### src/rtl/dmem_arbiter_pkg.sv
// Shared definitions for the two-requester data-memory arbiter: FSM encoding
// and the write-enable value that denotes a read.
package dmem_arbiter_pkg;

    typedef enum logic [1:0] {
        IDLE   = 2'd0,
        ACCESS = 2'd1,
        RESP   = 2'd2
    } arb_state_e;

    localparam logic [3:0] WE_READ = 4'h0;

endpackage

### src/rtl/dmem_arb_pick.sv
// Combinational two-request picker: returns the winning requester ID.
// On a tie the pointer decides; a lone request always wins.
module dmem_arb_pick (
    input  logic req0_i,
    input  logic req1_i,
    input  logic ptr_i,
    output logic win_o
);

    assign win_o = (req0_i && req1_i) ? ptr_i : req1_i;

endmodule

### src/rtl/dmem_arbiter.sv
// Two-requester arbiter for a single asynchronous-read data memory port,
// one access per three cycles. Define DMEM_ARB_RR_EN for round-robin ties.
module dmem_arbiter
    import dmem_arbiter_pkg::*;
#(
    parameter int WADDR = 10
) (
    input  logic             clk,
    input  logic             rst,
    input  logic             r0_req_i,
    input  logic             r1_req_i,
    input  logic [3:0]       r0_we_i,
    input  logic [3:0]       r1_we_i,
    input  logic [WADDR-1:0] r0_addr_i,
    input  logic [WADDR-1:0] r1_addr_i,
    input  logic [31:0]      r0_wdata_i,
    input  logic [31:0]      r1_wdata_i,
    output logic             r0_gnt_o,
    output logic             r1_gnt_o,
    output logic             r0_rvalid_o,
    output logic             r1_rvalid_o,
    output logic [31:0]      r0_rdata_o,
    output logic [31:0]      r1_rdata_o,
    output logic             mem_en_o,
    output logic [3:0]       mem_we_o,
    output logic [WADDR-1:0] mem_addr_o,
    output logic [31:0]      mem_data_o,
    input  logic [31:0]      mem_data_i
);

    arb_state_e       state_q, state_d;
    logic             id_q, id_d;
    logic [3:0]       we_q, we_d;
    logic [WADDR-1:0] addr_q, addr_d;
    logic [31:0]      wdata_q, wdata_d;
    logic [31:0]      rdata_q, rdata_d;
    logic             win, pick_ptr, acc, resp;

`ifdef DMEM_ARB_RR_EN
    logic ptr_q, ptr_d;
    assign pick_ptr = ptr_q;
`else
    assign pick_ptr = 1'b0;
`endif

    dmem_arb_pick u_pick (
        .req0_i (r0_req_i),
        .req1_i (r1_req_i),
        .ptr_i  (pick_ptr),
        .win_o  (win)
    );

    always_comb begin
        state_d = state_q;
        id_d    = id_q;
        we_d    = we_q;
        addr_d  = addr_q;
        wdata_d = wdata_q;
        rdata_d = rdata_q;
`ifdef DMEM_ARB_RR_EN
        ptr_d   = ptr_q;
`endif
        case (state_q)
            IDLE: begin
                if (r0_req_i || r1_req_i) begin
                    state_d = ACCESS;
                    id_d    = win;
                    we_d    = win ? r1_we_i    : r0_we_i;
                    addr_d  = win ? r1_addr_i  : r0_addr_i;
                    wdata_d = win ? r1_wdata_i : r0_wdata_i;
                end
            end
            ACCESS: begin
                // Async read sees pre-write contents, so writes return old data.
                rdata_d = mem_data_i;
                state_d = RESP;
`ifdef DMEM_ARB_RR_EN
                ptr_d   = ~id_q;
`endif
            end
            RESP:    state_d = IDLE;
            default: state_d = IDLE;
        endcase
    end

    always_ff @(posedge clk) begin
        if (rst) begin
            state_q <= IDLE;
            id_q    <= 1'b0;
            we_q    <= WE_READ;
            addr_q  <= '0;
            wdata_q <= '0;
            rdata_q <= '0;
`ifdef DMEM_ARB_RR_EN
            ptr_q   <= 1'b0;
`endif
        end else begin
            state_q <= state_d;
            id_q    <= id_d;
            we_q    <= we_d;
            addr_q  <= addr_d;
            wdata_q <= wdata_d;
            rdata_q <= rdata_d;
`ifdef DMEM_ARB_RR_EN
            ptr_q   <= ptr_d;
`endif
        end
    end

    // Reset gates the strobes immediately so an in-flight write never lands.
    assign acc  = (state_q == ACCESS) && !rst;
    assign resp = (state_q == RESP) && !rst;

    assign mem_en_o    = acc;
    assign mem_we_o    = acc ? we_q : WE_READ;
    assign mem_addr_o  = rst ? '0 : addr_q;
    assign mem_data_o  = rst ? '0 : wdata_q;
    assign r0_gnt_o    = acc && !id_q;
    assign r1_gnt_o    = acc && id_q;
    assign r0_rvalid_o = resp && !id_q;
    assign r1_rvalid_o = resp && id_q;
    assign r0_rdata_o  = rst ? '0 : rdata_q;
    assign r1_rdata_o  = rst ? '0 : rdata_q;

endmodule

### config.mk
export PLATFORM = sky130hd
export DESIGN_NAME = dmem_arbiter
export DESIGN_NICKNAME = d
export VERILOG_FILES = /design/src/rtl/dmem_arbiter_pkg.sv /design/src/rtl/dmem_arb_pick.sv /design/src/rtl/dmem_arbiter.sv
export SDC_FILE = /design/constraint.sdc
export NUM_CORES = 1
export LEC_CHECK = 0
export CAP_MARGIN = 40
export CORE_MARGIN = 8
export CORE_UTILIZATION = 37
export DETAILED_ROUTE_END_ITERATION = 7
export GPL_ROUTABILITY_DRIVEN = 0
export PLACE_DENSITY_LB_ADDON = 0.12
export SETUP_SLACK_MARGIN = 0.3
export SYNTH_ARGS = -nofsm -noshare
export SYNTH_HDL_FRONTEND = slang
export SYNTH_SLANG_ARGS = --single-unit
export TNS_END_PERCENT = 100
### constraint.sdc
create_clock -name clk -period 1.61 [get_ports clk]
set_clock_uncertainty 0.1 [all_clocks]
set_input_delay 0.161 -clock clk [delete_from_list [all_inputs] [get_ports clk]]
set_output_delay 0.161 -clock clk [all_outputs]
set_load 0.1 [all_outputs]
==> results.toml <==
[status]
status = "complete, but fails checks"
violations = "setup timing"

[synth]
synth_cells = 415
synth.largest_area_cell = "dfxtp_1"
synth_area_leaders = "dfxtp_1 42%, a221oi_2 12%, o22ai_1 7.4%"
synth_cell_types = 23
synth_top_area_share_pct = 41.8
ys_ff_latch = 81
syn_area_per_cell_um2 = 9.36
yosysSeqAreaShare_pct = 41.8
yosys_warnings = 0
netlist_area_mm2 = 0.00388
syn_nets = 543

[cells_and_area]
layout_commonest_cell = "buf_12"
antenna_cells = 0
drive_gt1_share_pct = 66.9
final_cell_area_mm2 = 0.00943
syn_to_final_growth_pct = 143
layout_common_cells = "129 x buf_12, 126 x clkdlybuf4s50_1, 64 x dfxtp_2"
fillers = 348
fin_nets = 808

[sta]
grt_setup_unrepaired = "yes"
min_period_over_period_pct = 107
setup_slack_ns = -0.106
tightest_slew_ns = 0.473
fmax_ghz = 0.583
hold_viol_final = 0
fin_crit_ns = 1.72
relSlewSlack_pct = 68.5
setup_violations = 36
slew_violations = 0

[floorplanning]
core_mm2 = 0.0103
dieArea_mm2 = 0.0140
pin_count = 243
initial_core_util_pct = 37.8
dieHeight_um = 118
rows = 37
die_w_um = 118

[clock_tree]
clock_latency_ns = 0.35
root_buffer = "clkbuf_8"
clkTransAtPathRegs_ns = 0.09
cts_buffer_depth = 2
cts_buffers = 9
clock-sinks = 81
cts_max_level = 3
cts_hold_buf = 0
cts_tree = "built"

[place]
dpl.hpwl_um = 11800
dp_slack_ns = -0.100
dpl_cell_area_mm2 = 0.00806
port_buffers = 242

[pwr]
p_leak_nw = 3.59
power_density_mw_per_mm2 = 870
vdd_drop_max_uv = 564
total_power_mw = 8.20

[global_route]
grt_max_degree = 47
gr-total-overflow = 0
track_usage_pct = 25.5
grt_pass1_wl_um = 28000
antenna_found_initial = 0
grt_pass1_vias = 4802

[drt]
via_per_inst = 5.48
routedWlPerCell_um = 25.3
dr.pass1.iters = 4
wl_um = 20800
postRouteAntennaNets = 0
vias = 4498
drc = 0
drtIter0Drc = 252

[critical_path]
r2r_cells = 6
end_kind = "primary output"
crit_path_max_fanout = 5
rrSetupSlack_ns = -0.07
worstSetupPathType = "reg2out"
crit_required_ns = 1.35
r2r_end = "wdata_q[9]"
cp.arrival_ns = 1.46
rr_startpoint = "state_q[0]"
start_kind = "flip-flop"

[flow_run]
max-cap-violations = 0

[worst_hold_path]
hold_depth = 3
holdPathEnd = "wdata_q[1]"
hp-start = "rst"
hold_class = "in2reg"
-- how the worst max path moves through the flow --
stage / startpoint / endpoint / slack (ns) / depth (start not counted)
4_1_cts: state_q[1] / mem_we_o[2] / -0.09 / 4
2_1_floorplan: state_q[1] / mem_we_o[0] / -0.19 / 4
6_report: state_q[1] / mem_we_o[2] / -0.11 / 4
3_5_place_dp: r0_req_i / wdata_q[19] / -0.10 / 5
5_1_grt: state_q[1] / r0_gnt_o / -0.14 / 4
3_3_place_gp: r0_req_i / wdata_q[19] / 0.0005 / 5
-- layer usage --
| metal | global-route usage, % | vias up | routed length (um) |
|---|---|---|---|
| met1 | 26.5 | 2195 | 7630 |
| li1 | - | 1994 | - |
| met2 | 45.5 | 251 | 10600 |
| met3 | 9.09 | 58 | 1670 |
| met5 | 0 | - | 0 |
| met4 | 11.6 | 0 | 907 |
-- cell type report --
| type | instances | area, um^2 | area share [%] |
|---|---|---|---|
| Clock inverter | 3 | 23.8 | 0.252 |
| Timing Repair Buffer | 326 | 4680 | 49.6 |
| Inverter | 47 | 189 | 2.00 |
| Clock buffer | 13 | 160 | 1.70 |
| Tap cell | 136 | 170 | 1.81 |
| Multi-Input combinational cell | 215 | 2490 | 26.4 |
| Sequential cell | 81 | 1710 | 18.2 |
-- power breakdown --
group	switching [mW]	internal, mW	leakage [nW]	total, mW
registers	0.109	2.26	0.693	2.37
logic	2.52	1.86	2.81	4.38
clock network	0.784	0.660	0.0850	1.44
total	3.42	4.78	3.59	8.20
-- registers in the layout, indices dropped and copies added, names as in the netlist --
| name | cells |
|---|---|
| id_q | 1 |
| wdata_q | 32 |
| rdata_q | 32 |
| we_q | 4 |
| state_q | 2 |
| addr_q | 10 |
-- worst max-delay path: stages (launching register included) --
cell and delay, ns:
dfxtp_4 0.36, nand2b_4 0.18, buf_6 0.15, nor3_4 0.19, buf_12 0.21
-- cell families (layout without fill, tap and decap cells) --
kind of cell    Yosys count  in the layout  synth area share [%]
flops                    81             81                  41.8
simple gates             88             88                  11.3
buf+inv                 119            389                  16.6
compound gates          127            127                  30.3
-- synth_stat cells --
cell type	number
nor2_1	44
and2_1	1
nor4bb_1	1
nor2_2	2
dfxtp_1	81
o22ai_1	46
inv_1	46
buf_2	21
o21ai_1	1
nor2b_1	32
buf_4	36
nor3_1	5
a221oi_1	16
clkbuf_1	8
a211oi_1	1
o22a_1	32
nand2b_1	2
buf_6	5
inv_2	1
a221oi_2	30
a21oi_1	1
buf_1	2
nor4b_1	1
-- metrics by stage --
step / TNS [ns] / util (%) / hold WS (ns) / instances
after detailed placement: -0.741 / 78.4 / 0.425 / 737
after floorplan: -0.999 / - / 0.150 / 415
after global routing: -2.80 / 91.7 / 0.233 / 821
final: -1.04 / 91.7 / 0.245 / 821
after global placement: 0 / 78.4 / 0.416 / 737
after CTS: -0.468 / 87.2 / 0.176 / 790
-- timing repair --
item,CTS,global route
hold endpoints to repair,0,0
pin swaps,57,54
setup buffers,26,30
setup endpoints to repair,163,188
cloned,11,1
gates resized for setup,84,98
No activity file was read; power rests on OpenSTA's default activity.
